[config.mk]
export PLATFORM = sky130hd
export DESIGN_NAME = uart_mem_loader
export DESIGN_NICKNAME = d
export VERILOG_FILES = /design/src/rtl/uart_mem_loader_pkg.sv /design/src/rtl/uart_mem_loader_rx.sv /design/src/rtl/uart_mem_loader.sv
export SDC_FILE = /design/constraint.sdc
export NUM_CORES = 1
export LEC_CHECK = 0
export BUFFER_PORTS_ARGS = -buffer_cell sky130_fd_sc_hd__buf_2
export CAP_MARGIN = 0
export CORE_ASPECT_RATIO = 0.8
export CORE_UTILIZATION = 56
export CTS_BUF_LIST = sky130_fd_sc_hd__clkbuf_4 sky130_fd_sc_hd__clkbuf_8
export CTS_CLUSTER_DIAMETER = 40
export DETAILED_ROUTE_END_ITERATION = 8
export MAX_ROUTING_LAYER = met4
export PLACE_DENSITY = 0.82
export SLEW_MARGIN = 20
export SYNTH_ARGS = -nofsm -noshare
export SYNTH_HDL_FRONTEND = slang
export SYNTH_SLANG_ARGS = --single-unit
[constraint.sdc]
create_clock -name clk -period 1.8 [get_ports clk]
set_input_delay 0.36 -clock clk [delete_from_list [all_inputs] [get_ports clk]]
set_output_delay 0.36 -clock clk [all_outputs]
set_load 0.03 [all_outputs]
[src/rtl/uart_mem_loader_pkg.sv]
// Shared types and default timing constants for the UART program loader.
// Imported by the receiver sub-module and the loader top.
package uart_loader_pkg;

    localparam int DEF_CLKS_PER_BIT   = 434;        // 50 MHz / 115200 baud
    localparam int DEF_TIMEOUT_CYCLES = 5_000_000;
    localparam int DEF_ADDR_W         = 10;

    // ADDR_HI is folded into IDLE: the first header byte is latched there.
    typedef enum logic [2:0] {
        IDLE,
        ADDR_LO,
        CNT_HI,
        CNT_LO,
        DATA_HI,
        DATA_LO,
        WRITE,
        DONE
    } loader_state_t;

    typedef enum logic [1:0] {
        RX_IDLE,
        RX_START,
        RX_DATA,
        RX_STOP
    } rx_state_t;

endpackage

[src/rtl/uart_mem_loader_rx.sv]
// 8N1 UART receiver: 2-flop synchronizer, bit timer sampling at bit centres,
// LSB-first shift register, one-cycle byte_valid / frame_err pulses.
module uart_rx
    import uart_loader_pkg::*;
#(
    parameter int CLKS_PER_BIT = DEF_CLKS_PER_BIT
) (
    input  logic       clk,
    input  logic       reset,
    input  logic       uart_rx_i,
    output logic [7:0] byte_o,
    output logic       byte_valid_o,
    output logic       frame_err_o
);

    localparam int CNT_W = $clog2(CLKS_PER_BIT);
    localparam logic [CNT_W-1:0] HALF_M1 = CNT_W'(CLKS_PER_BIT / 2 - 1);
    localparam logic [CNT_W-1:0] FULL_M1 = CNT_W'(CLKS_PER_BIT - 1);

    rx_state_t        r_state, w_state_next;
    logic [1:0]       r_sync;
    logic             r_rx_prev;
    logic [CNT_W-1:0] r_cnt, w_cnt_next;
    logic [2:0]       r_bit, w_bit_next;
    logic [7:0]       r_shift, w_shift_next;
    logic             r_valid, w_valid_next;
    logic             r_ferr, w_ferr_next;
    logic             w_rx;

    assign w_rx = r_sync[1];

    // NOTE: every signal written here gets a default first, so no latch is inferred.
    always_comb begin
        w_state_next = r_state;
        w_cnt_next   = r_cnt + CNT_W'(1);
        w_bit_next   = r_bit;
        w_shift_next = r_shift;
        w_valid_next = 1'b0;
        w_ferr_next  = 1'b0;
        case (r_state)
            RX_IDLE: begin
                w_cnt_next = '0;
                if (r_rx_prev && !w_rx) w_state_next = RX_START;
            end
            RX_START: begin
                if (r_cnt == HALF_M1) begin
                    w_cnt_next   = '0;
                    w_bit_next   = '0;
                    w_state_next = w_rx ? RX_IDLE : RX_DATA;
                end
            end
            RX_DATA: begin
                if (r_cnt == FULL_M1) begin
                    w_cnt_next   = '0;
                    w_shift_next = {w_rx, r_shift[7:1]};
                    w_bit_next   = r_bit + 3'd1;
                    if (r_bit == 3'd7) w_state_next = RX_STOP;
                end
            end
            RX_STOP: begin
                if (r_cnt == FULL_M1) begin
                    w_state_next = RX_IDLE;
                    w_valid_next = w_rx;
                    w_ferr_next  = !w_rx;
                end
            end
            default: w_state_next = RX_IDLE;
        endcase
    end

    // NOTE: sequential state uses non-blocking assignments so all registers update together.
    always_ff @(posedge clk) begin
        if (!reset) begin
            r_state   <= RX_IDLE;
            r_sync    <= 2'b11;   // idle-high line, so reset never fakes a start edge
            r_rx_prev <= 1'b1;
            r_cnt     <= '0;
            r_bit     <= '0;
            r_shift   <= '0;
            r_valid   <= 1'b0;
            r_ferr    <= 1'b0;
        end else begin
            r_state   <= w_state_next;
            r_sync    <= {r_sync[0], uart_rx_i};
            r_rx_prev <= w_rx;
            r_cnt     <= w_cnt_next;
            r_bit     <= w_bit_next;
            r_shift   <= w_shift_next;
            r_valid   <= w_valid_next;
            r_ferr    <= w_ferr_next;
        end
    end

    assign byte_o       = r_shift;
    assign byte_valid_o = r_valid;
    assign frame_err_o  = r_ferr;

endmodule

[src/rtl/uart_mem_loader.sv]
// Runtime program loader: parses ADDR/CNT/DATA frames from the UART and
// writes 16-bit words into the memory port, one ena/wren pulse per word.
module uart_mem_loader
    import uart_loader_pkg::*;
#(
    parameter int CLKS_PER_BIT   = DEF_CLKS_PER_BIT,
    parameter int TIMEOUT_CYCLES = DEF_TIMEOUT_CYCLES,
    parameter int ADDR_W         = DEF_ADDR_W
) (
    input  logic              clk,
    input  logic              reset,
    input  logic              uart_rx_i,
    input  logic              enable_i,
    output logic [ADDR_W-1:0] mem_addr_o,
    output logic [15:0]       mem_wdata_o,
    output logic              mem_ena_o,
    output logic              mem_wren_o,
    output logic              busy_o,
    output logic              done_o,
    output logic              err_o,
    output logic [15:0]       words_o
);

    localparam int GAP_W = $clog2(TIMEOUT_CYCLES + 1);

    logic [7:0]        w_byte;
    logic              w_byte_valid, w_frame_err;
    loader_state_t     r_state, w_state_next;
    logic [7:0]        r_hi;
    logic [ADDR_W-1:0] r_addr;
    logic [15:0]       r_cnt, r_words, r_wdata;
    logic              r_err;
    logic [GAP_W-1:0]  r_gap;
    logic [15:0]       w_field;
    logic              w_waiting, w_timeout, w_abort;

    uart_rx #(.CLKS_PER_BIT(CLKS_PER_BIT)) u_rx (
        .clk          (clk),
        .reset        (reset),
        .uart_rx_i    (uart_rx_i),
        .byte_o       (w_byte),
        .byte_valid_o (w_byte_valid),
        .frame_err_o  (w_frame_err)
    );

    assign w_field   = {r_hi, w_byte};
    assign w_waiting = r_state inside {ADDR_LO, CNT_HI, CNT_LO, DATA_HI, DATA_LO};
    assign w_timeout = w_waiting && !w_byte_valid && (r_gap == GAP_W'(TIMEOUT_CYCLES - 1));
    assign w_abort   = (r_state != IDLE) && (w_frame_err || w_timeout);

    always_comb begin
        w_state_next = r_state;
        case (r_state)
            IDLE:    if (w_byte_valid && enable_i) w_state_next = ADDR_LO;
            ADDR_LO: if (w_byte_valid) w_state_next = CNT_HI;
            CNT_HI:  if (w_byte_valid) w_state_next = CNT_LO;
            CNT_LO:  if (w_byte_valid) w_state_next = (w_field == 16'd0) ? DONE : DATA_HI;
            DATA_HI: if (w_byte_valid) w_state_next = DATA_LO;
            DATA_LO: if (w_byte_valid) w_state_next = WRITE;
            WRITE:   w_state_next = (r_cnt == 16'd1) ? DONE : DATA_HI;
            DONE:    w_state_next = IDLE;
            default: w_state_next = IDLE;
        endcase
        if (w_abort) w_state_next = IDLE;
    end

    always_ff @(posedge clk) begin
        if (!reset) r_state <= IDLE;
        else        r_state <= w_state_next;
    end

    always_ff @(posedge clk) begin
        if (!reset) begin
            r_hi    <= '0;
            r_addr  <= '0;
            r_cnt   <= '0;
            r_words <= '0;
            r_wdata <= '0;
            r_err   <= 1'b0;
            r_gap   <= '0;
        end else begin
            if (w_byte_valid) r_hi <= w_byte;   // upper half of whichever field is in flight
            case (r_state)
                IDLE: if (w_byte_valid && enable_i) begin
                    r_err   <= 1'b0;
                    r_words <= '0;
                end
                ADDR_LO: if (w_byte_valid) r_addr  <= w_field[ADDR_W-1:0];
                CNT_LO:  if (w_byte_valid) r_cnt   <= w_field;
                DATA_LO: if (w_byte_valid) r_wdata <= w_field;
                WRITE: begin
                    r_addr  <= r_addr + ADDR_W'(1);
                    r_words <= r_words + 16'd1;
                    r_cnt   <= r_cnt - 16'd1;
                end
                default: ;
            endcase
            if (w_abort) r_err <= 1'b1;
            if (w_waiting && !w_byte_valid) r_gap <= r_gap + GAP_W'(1);
            else                            r_gap <= '0;
        end
    end

    assign mem_addr_o  = r_addr;
    assign mem_wdata_o = r_wdata;
    assign mem_ena_o   = (r_state == WRITE);
    assign mem_wren_o  = (r_state == WRITE);
    assign busy_o      = (r_state != IDLE) && (r_state != DONE);
    assign done_o      = (r_state == DONE);
    assign err_o       = r_err;
    assign words_o     = r_words;

endmodule

==> results.md <==
- Final worst path period share: about 99%
- Final nets: 805
- Area growth syn-to-layout: 26.0%
- Die area: 10600 um^2
- Reg clk slew, reported paths: 70 ps
- Post-synth EDFFs: 0
- Power, Total: 5.20 mW
- Area of the multi-input gates: 3260 um^2
- Worst Path Arrival: 1420 ps
- Synth Register Bits: 120
- Post-synthesis compound-gate area fraction: 18.8%
- Dpl hpwl: 10600 um
- Layout cells sized above 1: 27.6%
- Die H: 92.2 um
- Minimum clock period: 1780 ps
- RSZ-0062 raised after global routing: yes
- Clk_lat worst skew: 440 ps
- WP depth: 5
- Slew Limit Headroom: 56.4%
- Synthesized area per cell: 8.41 um^2
- Delay-heaviest family, CP: buffers and inverters
- Critical path's slowest cell: dfxtp_4
- Bufs and invs on worst path: 3
- R2R Path End: r_state[0]
- Vias per cell: roughly 6.2
- Clk sinks: 120
- Slew Limit Fails: 0
- Critical Path RT: 1440 ps
- Area share of fa/ha/maj cells after synthesis: 3.30%
- Crit-path most repeated cell: buf_6
- Setup crit start kind: flop
- GRT Util Overall: 32.7%
- Async SR Flop Fraction: 0%
- Pre-antenna DRT Iters: 7
- Clock power share: a little under half
- ANT cells: 0
- H-tree levels: 4
- # setup viols final: 0
- Multiplexer share of the synthesized area: 3.19%
- Register Area: 2420 um^2
- Path type of the worst setup path: reg -> out
- Switching Share: 23.5%
- Peak Freq: 0.561 GHz
- PortBufs: 50
- Synth Cell Area: 5700 um^2
- Fillers: between 700 and 800
- Die X-Extent: approximately 110 um
- Tightest Pin Transition: 651 ps
- Io pins: a little over 50
- Comb pwr share: 2.8%
- Row count: 32
- Worst setup EP type: primary output
- End point of the critical path: busy_o
- R2r worst-path depth: 4
- Initial core utilization: 58.3%
- Placed cells: about 880
- RR Startpoint: r_gap[16]
- Antenna Nets Post-Route: 0
- Leakage dissipation: between 2 and 3 nW
- Worst path max stage delay: 360 ps
- First-pass GRT wire length: 26100 um
- Largest net degree at the start of global routing: 30
- TritonCTS clock tree: yes
- Worst setup path startpoint: r_state[1]
- Netlist cell types: 63
- Max VDD drop: 0.614 mV
- Placer Congestion: 0.912
- Vias after detailed routing: 5785
- # hold bufs at CTS: 0
- Crit path max fanout: 7
- Vias in the first global route: 5391
- Clk buf depth: 2
- Post-synthesis cell count: 677
- Post-Layout Cell Count: 934
- Post-Route WL: 16300 um
- Cell Pwr Density: 724 nW/um^2
- Status: finished, final reports clean
- Hold/Removal Path Class: in -> reg
- Final worst slack: 16.1 ps
- Final core utilization: 73.5%
- Maxcap violations: 0
- Seq/Total Area, Yosys: 42.2%
- Initial antenna violation count: 0
- Int Pwr: roughly 4.0 mW
- Final hold vios: 0
- Root buf cell: clkbuf_8
- Syn Nets: 696
- Max Clock Skew: approximately 15 ps
- Cell Chain, Critical Path: buf_8 > nor3_4 > buf_6 > nor2_2 > buf_6
- R2R Setup Slk: 20 ps
- Per-cell routed wire length: around 17 um
- Top FF cell, synth: dfxtp_1
- Inserted Clock Buffers: 17
- Setup WS pre-CTS: -25.5 ps
- Synth Area in Simple Gates: a little over a quarter
- Initial DRC Count: 712
- Synthesis Warnings: 0
- Core area: ~10000 um^2
- Net switching power: 1.22 mW
- Main combinational cell family by area after synthesis: simple AND/OR/NAND/NOR gates
- XOR/XNOR Fraction of Synth Area: 2.31%
- Post-route DRC: 0
- Gr ovfl total: 0
- Share of power burned in registers: 51.5%
==> layout make-up <==
class                      count  area share (%)
multi-input combinational    502            45.4
sequential                   120            33.7
inverter                      16           0.889
clock inverter                12            1.80
clock buffer                  19            3.56
timing repair buffer         129            12.3
tap                          136            2.37
==> cells by family (layout without fill, tap and decap cells) <==
kind of cell / Yosys count / count (layout)
AO/OA/AOI/OAI: 167 / 167
XOR/XNOR: 15 / 15
adder cells (fa/ha/maj): 15 / 15
buffers and inverters: 55 / 176
flip-flops: 120 / 120
multiplexers: 18 / 18
AND/OR/NAND/NOR: 287 / 287
==> synthesized netlist by cell type, types with 4 or more instances <==
| cell | count | area, um^2 |
|---|---|---|
| buf_1 | 8 | 30.0 |
| xnor2_1 | 7 | 61.3 |
| dfxtp_1 | 120 | 2400 |
| nor4_1 | 11 | 68.8 |
| a21oi_1 | 63 | 315 |
| o21ai_0 | 25 | 125 |
| o31ai_1 | 8 | 60.1 |
| and2_1 | 4 | 25.0 |
| a22o_1 | 4 | 35.0 |
| xor2_1 | 8 | 70.1 |
| and4_1 | 4 | 35.0 |
| o311ai_0 | 9 | 78.8 |
| o211ai_1 | 9 | 67.6 |
| clkbuf_1 | 28 | 105 |
| nand2_1 | 74 | 278 |
| nand2b_1 | 7 | 43.8 |
| nor3_1 | 13 | 65.1 |
| ha_1 | 15 | 188 |
| a311oi_1 | 4 | 35.0 |
| nand3_1 | 31 | 155 |
| nand4_1 | 8 | 50.1 |
| mux2i_1 | 17 | 170 |
| o21a_1 | 4 | 30.0 |
| or4_1 | 15 | 113 |
| a32oi_1 | 5 | 43.8 |
| or3_1 | 14 | 87.6 |
| a211oi_1 | 6 | 45.0 |
| nor2_1 | 68 | 255 |
| inv_1 | 16 | 60.1 |
| and3_1 | 11 | 68.8 |
| a31oi_1 | 11 | 68.8 |
| or2_2 | 4 | 25.0 |
==> through the flow <==
stage          hold WS, ps  setup TNS (ps)  cell area, um^2
2_1_floorplan          386               0             5700
3_3_place_gp           392               0             6410
3_5_place_dp           394           -48.4             6410
4_1_cts               93.1            -157             6980
5_1_grt               98.8            -343             7180
6_report               106               0             7180
==> state kept, by name, summed over array words and instances (netlist names), 2 cells and up, named ones only <==
signal       count
mem_addr_o      10
mem_wdata_o     16
r_cnt           16
r_gap           23
r_hi             8
r_state          3
u_rx.byte_o      8
u_rx.r_bit       3
u_rx.r_cnt       9
u_rx.r_sync      2
words_o         16
==> repair_timing <==
| item | 4_1_cts | 5_1_grt |
|---|---|---|
| pin swaps | 8 | 5 |
| setup endpoints to repair | 12 | 45 |
| gates resized for setup | 28 | 36 |
| setup buffers | 9 | 10 |
==> worst min-delay path by stage <==
stage	from	to	cells after the start
after global routing	uart_rx_i	u_rx.r_sync[0]	2
after global placement	u_rx.r_sync[0]	u_rx.r_sync[1]	1
final	uart_rx_i	u_rx.r_sync[0]	2
after floorplan	u_rx.r_sync[0]	u_rx.r_sync[1]	1
after CTS	uart_rx_i	u_rx.r_sync[0]	2
after detailed placement	u_rx.r_sync[0]	u_rx.r_sync[1]	1
==> layer usage <==
metal	GRT usage (%)	wire, um	vias up
met5	-	0	-
met4	13.9	461	0
met3	7.27	1120	46
met2	52.9	8140	291
met1	39.3	6620	2734
li1	-	-	2714
==> power groups by stage <==
| stage | Clock [mW] | Combinational [mW] | Sequential, mW |
|---|---|---|---|
| 6_report | 2.38 | 0.147 | 2.68 |
| 5_1_grt | 2.52 | 0.162 | 2.68 |
| 4_1_cts | 2.39 | 0.139 | 2.68 |
| 3_5_place_dp | 0 | 0.139 | 2.74 |
| 3_3_place_gp | 0 | 0.130 | 2.74 |
| 2_1_floorplan | 0 | 0.0955 | 2.73 |
==> layout by cell type, fill, tap and decap left out, drive strengths merged, types with 3 or more instances in the layout <==
master    count
ha           15
nand3        32
o21a          4
or4          16
clkinvlp      4
clkbuf       19
and2          4
or2           4
a32oi         5
o31ai         9
a31oi        11
nor4         13
o311ai        9
o31a          3
nor3         13
o41ai         3
clkinv        7
and3         12
mux2i        17
o21ai        25
nor2         68
and4          4
xor2          8
a211oi        6
nand4b        3
a22o          4
dfxtp       120
xnor2         7
nand4         8
or3          15
nand2        74
a311oi        4
buf         129
nand2b        7
o211ai        9
a21oi        63
nand4bb       3
inv          15
No activity file was read; power rests on OpenSTA's default activity.
